--- src/rtl/comm_responder.sv ---
// comm_responder: host-link UART endpoint. Receives 8N1 bytes on RX, pairs them
// into a 16-bit command, and serializes one-byte responses out on TX.
module comm_responder #(
    parameter int unsigned BAUD_DIV = 868,
    parameter int unsigned TMO_BITS = 20
) (
    input  logic        clk,
    input  logic        rst,
    input  logic        RX,
    output logic        TX,
    output logic [15:0] cmd,
    output logic        cmd_rdy,
    input  logic        clr_cmd_rdy,
    input  logic [7:0]  resp,
    input  logic        send_resp,
    output logic        resp_sent,
    output logic        tx_busy,
    output logic        frm_err
);

    localparam int unsigned CNT_W = $clog2(BAUD_DIV);
    // Start-bit wait; the detect cycle itself supplies the extra clock.
    localparam logic [CNT_W-1:0] HALF_M1 = CNT_W'(BAUD_DIV / 2 - 1);
    localparam logic [CNT_W-1:0] FULL_M1 = CNT_W'(BAUD_DIV - 1);
    localparam int unsigned TMO_CLKS = TMO_BITS * BAUD_DIV;
    localparam int unsigned TMO_W = $clog2(TMO_CLKS);
    localparam logic [TMO_W-1:0] TMO_LAST = TMO_W'(TMO_CLKS - 1);

    typedef enum logic [1:0] {RxIdle, RxStart, RxData, RxStop} rx_state_e;
    typedef enum logic {TxIdle, TxShift} tx_state_e;

    // ------------------------------------------------------------------ RX path
    logic             rx_sync1_q, rx_sync2_q, rx_prev_q;
    rx_state_e        rx_state_q, rx_state_d;
    logic [CNT_W-1:0] rx_cnt_q, rx_cnt_d;
    logic [2:0]       rx_bit_q, rx_bit_d;
    logic [7:0]       rx_shift_q, rx_shift_d;
    logic             pair_q, pair_d;    // 1: byte 1 staged, waiting for byte 2
    logic [7:0]       stage_q, stage_d;
    logic [TMO_W-1:0] tmo_q, tmo_d;
    logic [15:0]      cmd_q, cmd_d;
    logic             cmd_rdy_q, cmd_rdy_d;
    logic             frm_err_q, frm_err_d;
    logic             rx_fall, rx_tick;

    assign rx_fall = rx_prev_q & ~rx_sync2_q;
    assign rx_tick = (rx_cnt_q == '0);

    // RX synchronizer, FSM state and datapath registers
    always_ff @(posedge clk) begin
        if (rst) begin
            rx_sync1_q <= 1'b1;
            rx_sync2_q <= 1'b1;
            rx_prev_q  <= 1'b1;
            rx_state_q <= RxIdle;
            rx_cnt_q   <= '0;
            rx_bit_q   <= '0;
            rx_shift_q <= '0;
            pair_q     <= 1'b0;
            stage_q    <= '0;
            tmo_q      <= '0;
            cmd_q      <= '0;
            cmd_rdy_q  <= 1'b0;
            frm_err_q  <= 1'b0;
        end else begin
            rx_sync1_q <= RX;
            rx_sync2_q <= rx_sync1_q;
            rx_prev_q  <= rx_sync2_q;
            rx_state_q <= rx_state_d;
            rx_cnt_q   <= rx_cnt_d;
            rx_bit_q   <= rx_bit_d;
            rx_shift_q <= rx_shift_d;
            pair_q     <= pair_d;
            stage_q    <= stage_d;
            tmo_q      <= tmo_d;
            cmd_q      <= cmd_d;
            cmd_rdy_q  <= cmd_rdy_d;
            frm_err_q  <= frm_err_d;
        end
    end

    // RX next-state: start detect, glitch rejection, 8 data bits, stop bit
    always_comb begin
        rx_state_d = rx_state_q;
        unique case (rx_state_q)
            RxIdle:  if (rx_fall) rx_state_d = RxStart;
            RxStart: if (rx_tick) rx_state_d = rx_sync2_q ? RxIdle : RxData;
            RxData:  if (rx_tick && rx_bit_q == 3'd7) rx_state_d = RxStop;
            RxStop:  if (rx_tick) rx_state_d = RxIdle;
            default: rx_state_d = RxIdle;
        endcase
    end

    // RX datapath: bit timing, shifting, byte pairing, timeout, cmd handshake
    always_comb begin
        rx_cnt_d   = rx_cnt_q;
        rx_bit_d   = rx_bit_q;
        rx_shift_d = rx_shift_q;
        pair_d     = pair_q;
        stage_d    = stage_q;
        tmo_d      = '0;
        cmd_d      = cmd_q;
        cmd_rdy_d  = cmd_rdy_q;
        frm_err_d  = 1'b0;

        // Clear first so that a set in the same cycle overrides it
        if (clr_cmd_rdy || (rx_state_q == RxIdle && rx_fall && !pair_q)) begin
            cmd_rdy_d = 1'b0;
        end

        // Staged byte 1 is dropped if byte 2 does not start in time
        if (pair_q && rx_state_q == RxIdle) begin
            if (tmo_q == TMO_LAST) begin
                pair_d = 1'b0;
            end else begin
                tmo_d = tmo_q + TMO_W'(1);
            end
        end

        unique case (rx_state_q)
            RxIdle: begin
                if (rx_fall) rx_cnt_d = HALF_M1;
            end
            RxStart: begin
                if (rx_tick) begin
                    rx_cnt_d = FULL_M1;
                    rx_bit_d = '0;
                end else begin
                    rx_cnt_d = rx_cnt_q - CNT_W'(1);
                end
            end
            RxData: begin
                if (rx_tick) begin
                    rx_cnt_d   = FULL_M1;
                    rx_shift_d = {rx_sync2_q, rx_shift_q[7:1]};
                    rx_bit_d   = rx_bit_q + 3'd1;
                end else begin
                    rx_cnt_d = rx_cnt_q - CNT_W'(1);
                end
            end
            RxStop: begin
                if (rx_tick) begin
                    if (!rx_sync2_q) begin
                        frm_err_d = 1'b1;
                        pair_d    = 1'b0;
                    end else if (!pair_q) begin
                        stage_d = rx_shift_q;
                        pair_d  = 1'b1;
                    end else begin
                        cmd_d     = {stage_q, rx_shift_q};
                        cmd_rdy_d = 1'b1;
                        pair_d    = 1'b0;
                    end
                end else begin
                    rx_cnt_d = rx_cnt_q - CNT_W'(1);
                end
            end
            default: rx_cnt_d = '0;
        endcase
    end

    // ------------------------------------------------------------------ TX path
    tx_state_e        tx_state_q, tx_state_d;
    logic [CNT_W-1:0] tx_cnt_q, tx_cnt_d;
    logic [3:0]       tx_bit_q, tx_bit_d;
    logic [9:0]       tx_shift_q, tx_shift_d;  // bit 0 drives the line; idles all-ones
    logic             resp_sent_q, resp_sent_d;
    logic             tx_tick;

    assign tx_tick = (tx_cnt_q == '0);

    // TX FSM state and datapath registers
    always_ff @(posedge clk) begin
        if (rst) begin
            tx_state_q  <= TxIdle;
            tx_cnt_q    <= '0;
            tx_bit_q    <= '0;
            tx_shift_q  <= '1;
            resp_sent_q <= 1'b0;
        end else begin
            tx_state_q  <= tx_state_d;
            tx_cnt_q    <= tx_cnt_d;
            tx_bit_q    <= tx_bit_d;
            tx_shift_q  <= tx_shift_d;
            resp_sent_q <= resp_sent_d;
        end
    end

    // TX next-state: accept a request only when idle, finish after the stop bit
    always_comb begin
        tx_state_d = tx_state_q;
        unique case (tx_state_q)
            TxIdle:  if (send_resp) tx_state_d = TxShift;
            TxShift: if (tx_tick && tx_bit_q == 4'd9) tx_state_d = TxIdle;
            default: tx_state_d = TxIdle;
        endcase
    end

    // TX datapath: frame load, per-bit timing and shift-out
    always_comb begin
        tx_cnt_d    = tx_cnt_q;
        tx_bit_d    = tx_bit_q;
        tx_shift_d  = tx_shift_q;
        resp_sent_d = resp_sent_q;
        unique case (tx_state_q)
            TxIdle: begin
                if (send_resp) begin
                    tx_shift_d  = {1'b1, resp, 1'b0};
                    tx_cnt_d    = FULL_M1;
                    tx_bit_d    = '0;
                    resp_sent_d = 1'b0;
                end
            end
            TxShift: begin
                if (tx_tick) begin
                    tx_shift_d = {1'b1, tx_shift_q[9:1]};
                    tx_cnt_d   = FULL_M1;
                    tx_bit_d   = tx_bit_q + 4'd1;
                    if (tx_bit_q == 4'd9) resp_sent_d = 1'b1;
                end else begin
                    tx_cnt_d = tx_cnt_q - CNT_W'(1);
                end
            end
            default: tx_cnt_d = '0;
        endcase
    end

    assign TX        = tx_shift_q[0];
    assign tx_busy   = (tx_state_q == TxShift);
    assign resp_sent = resp_sent_q;
    assign cmd       = cmd_q;
    assign cmd_rdy   = cmd_rdy_q;
    assign frm_err   = frm_err_q;

endmodule

--- config.mk ---
export PLATFORM = sky130hd
export DESIGN_NAME = comm_responder
export DESIGN_NICKNAME = d
export VERILOG_FILES = /design/src/rtl/comm_responder.sv
export SDC_FILE = /design/constraint.sdc
export NUM_CORES = 1
export LEC_CHECK = 0
export BUFFER_PORTS_ARGS = -buffer_cell sky130_fd_sc_hd__buf_2
export CAP_MARGIN = 30
export CORE_ASPECT_RATIO = 1.2
export CORE_MARGIN = 10
export CORE_UTILIZATION = 35
export DETAILED_ROUTE_END_ITERATION = 10
export SETUP_SLACK_MARGIN = 0.05
export SLEW_MARGIN = 20
export SYNTH_ARGS = -nofsm -noshare
export SYNTH_HDL_FRONTEND = slang
export SYNTH_SLANG_ARGS = --single-unit
export TNS_END_PERCENT = 100
--- constraint.sdc ---
create_clock -name clk -period 3 [get_ports clk]
set_input_delay 0 -clock clk [delete_from_list [all_inputs] [get_ports clk]]
set_output_delay 0 -clock clk [all_outputs]
set_load 0.005 [all_outputs]
==> metrics.cfg <==
[setup_path]
start_kind=flip-flop
rr_startpoint=tx_cnt_q[4]
cpMaxStageDelayCell=or4_1
crit_chain=or4_1 -> or4_4 -> or4_4 -> and3_1
crit_path_end=tx_busy
arrival_ns=2.67
cp.required_ns=3.23
worst-setup-path-type=reg -> reg
crit_top_cell=or4_4
startpoint=tx_cnt_q[4]
rr_endpoint=tx_busy
cp_max_fo=10
r2r_cells=4
r2r_slack_ns=0.56
cp_slowest_stage_delay_ns=0.67
endpoint_kind=flip-flop

[detailed_routing]
wire_per_inst_um=14.56
routed_wl_um=10350
first_iter_violations=219
vias=3939
via_per_inst=5.540
dr.pass1.iters=4
ant_nets=0
drc=0

[sta]
fmax_mhz=410.7
fin_setup_tns_ns=0
skew_ns=0.009717
worstMarginPinSlew_ns=0.8726
slew_headroom=0.4129
rsz0062_at_grt=no
period_minus_slack_ns=2.435
finalSetupViolations=0
slew_viol_final=0
hold_viol_final=0
finalCritPeriodShare=0.8117

[yosys]
yosysUniqueCellTypes=58
ys_ff_latch=93
ys_seq_area_frac=0.4238
ys.flop_type=dfxtp_1
syn_area_mm2=0.004393
yosys-top-cells-area=dfxtp_1 42%, a21oi_1 5.6%, o31ai_1 5.0%
async_flop_share=0
synth_edf_count=0
synthCells=517
yosysWarnings=0
syn-mean-instance-area_um2=8.497
synth_top_area_frac=0.4238
yosys.area.top_type=dfxtp_1
syn_nets=543

[floorplanning]
die_w_um=122.3
chipHeight_um=142.7
row_count=44
start_util=0.3594
pin_count=34
core_mm2=0.01222
die-area_mm2=0.01745

[place]
hpwlAfterDp_um=7122
numPortBuffers=33
place_area_mm2=0.004705
gp_congestion=0.8311

[clocking]
cts_buffers=9
cts_tree=built
clk_latency_ns=0.34
clk_pin_slew_ns=0.06
clock_sinks=93
cts-root-buf=clkbuf_16
cts_max_path_buffers=2
ctsResizeCount=0
cts_setup_buffers=0
h-tree-depth=3

[min_path]
hp-start=send_resp
worstHoldPathType=in -> reg

[power]
p_leak_nw=1.815
powerDensity_mw_per_mm2=609.8
total_power_mw=3.088
vdd_ir_drop_max_mv=0.2612

[grt]
grt_pass1_wl_um=18170
grt_max_degree=64
antenna_found_initial=0
grtUsageTotal=0.1232
globalRouteOverflowTotal=0
grt_pass1_vias=3925

[finish]
final_common_cell=dfxtp_1
nNetsFinal=572
layout-drive-gt1-share=0.1345
syn_to_final_growth_pct=15.27
design_area_mm2=0.005064
final_cell_mix=93 x dfxtp_1, 49 x a21oi_1, 40 x nand3_1
num_antenna_cells=0

[job]
max_cap_violations=0

[run_status]
outcome=completed

==> worst min-delay path by stage <==
stage	end	slack, ns	cells past startpoint
6_report	tx_cnt_q[4]	0.03	4
3_3_place_gp	rx_sync1_q	0.19	2
4_1_cts	tx_cnt_q[4]	0.02	4
3_5_place_dp	rx_sync1_q	0.19	2
5_1_grt	tx_cnt_q[3]	0.07	4
2_1_floorplan	rx_sync1_q	0.10	1
==> sequential cells by signal, indices dropped and copies added (netlist names), named ones only <==
name	cells
cmd	16
tmo_q	15
rx_cnt_q	10
tx_cnt_q	10
tx_shift_q	9
rx_shift_q	8
stage_q	8
tx_bit_q	4
rx_bit_q	3
cmd_rdy	1
frm_err	1
pair_q	1
resp_sent	1
rx_prev_q	1
rx_state_q	1
rx_sync1_q	1
rx_sync2_q	1
tx_busy	1
==> power by group <==
group          internal, mW  switching, mW
logic                 0.277          0.433
registers              1.30         0.0698
clock network         0.556          0.454
total                  2.13          0.957
==> logic make-up after synthesis <==
logic type	count (synthesis)	synth area share
AO/OA/AOI/OAI	147	0.2227
XOR/XNOR	11	0.02193
adder cells (fa/ha/maj)	13	0.03703
buffers and inverters	58	0.05155
flip-flops	93	0.4238
multiplexers	9	0.02051
AND/OR/NAND/NOR	186	0.2224
==> per-layer routing <==
| layer | track usage | vias up | share of wire |
|---|---|---|---|
| met5 | 0 | - | 0 |
| met4 | 0.05155 | 0 | 0.0081 |
| met3 | 0.03274 | 5 | 0.043 |
| met2 | 0.2086 | 69 | 0.49 |
| met1 | 0.1433 | 1891 | 0.46 |
| li1 | - | 1974 | - |
==> critical path: cells and delay by family (launching register included) <==
| kind | cells | cell delay, ns |
|---|---|---|
| flip-flops | 1 | 0.35 |
| AND/OR/NAND/NOR | 4 | 1.97 |
==> through the flow <==
stage / worst slack (ns) / std cells / hold WS (ns) / util
floorplan: 0.6381 / 517 / 0.1038 / -
global placement: 0.6400 / 686 / 0.1927 / 0.3849
detailed placement: 0.5733 / 686 / 0.1884 / 0.3849
CTS: 0.5644 / 711 / 0.01989 / 0.4143
global route: 0.4901 / 711 / 0.07016 / 0.4143
finish: 0.5649 / 711 / 0.02947 / 0.4143
==> cell usage after synthesis (9+ instances only) <==
cell	count
o31ai_1	29
dfxtp_1	93
inv_1	19
nand3_1	40
nor3_1	12
o21ai_0	13
or3_1	9
nor2_1	34
ha_1	13
a21oi_1	49
a31oi_1	15
mux2i_1	9
nand2_1	34
clkbuf_1	31
==> cell type report <==
cell class	count	area, um2
Inverter	22	82.58
Tap cell	161	201.4
Sequential cell	93	1862
Clock buffer	11	232.7
Multi-Input combinational cell	366	2311
Clock inverter	4	26.28
Fill cell	1241	7158
Timing Repair Buffer	54	347.8
==> repair_timing <==
action | 4_1_cts | 5_1_grt
hold endpoints to repair | 10 | 0
endpoints found under the setup margin | 0 | 0
hold buffers | 10 | 0
No activity file was read; power rests on OpenSTA's default activity.
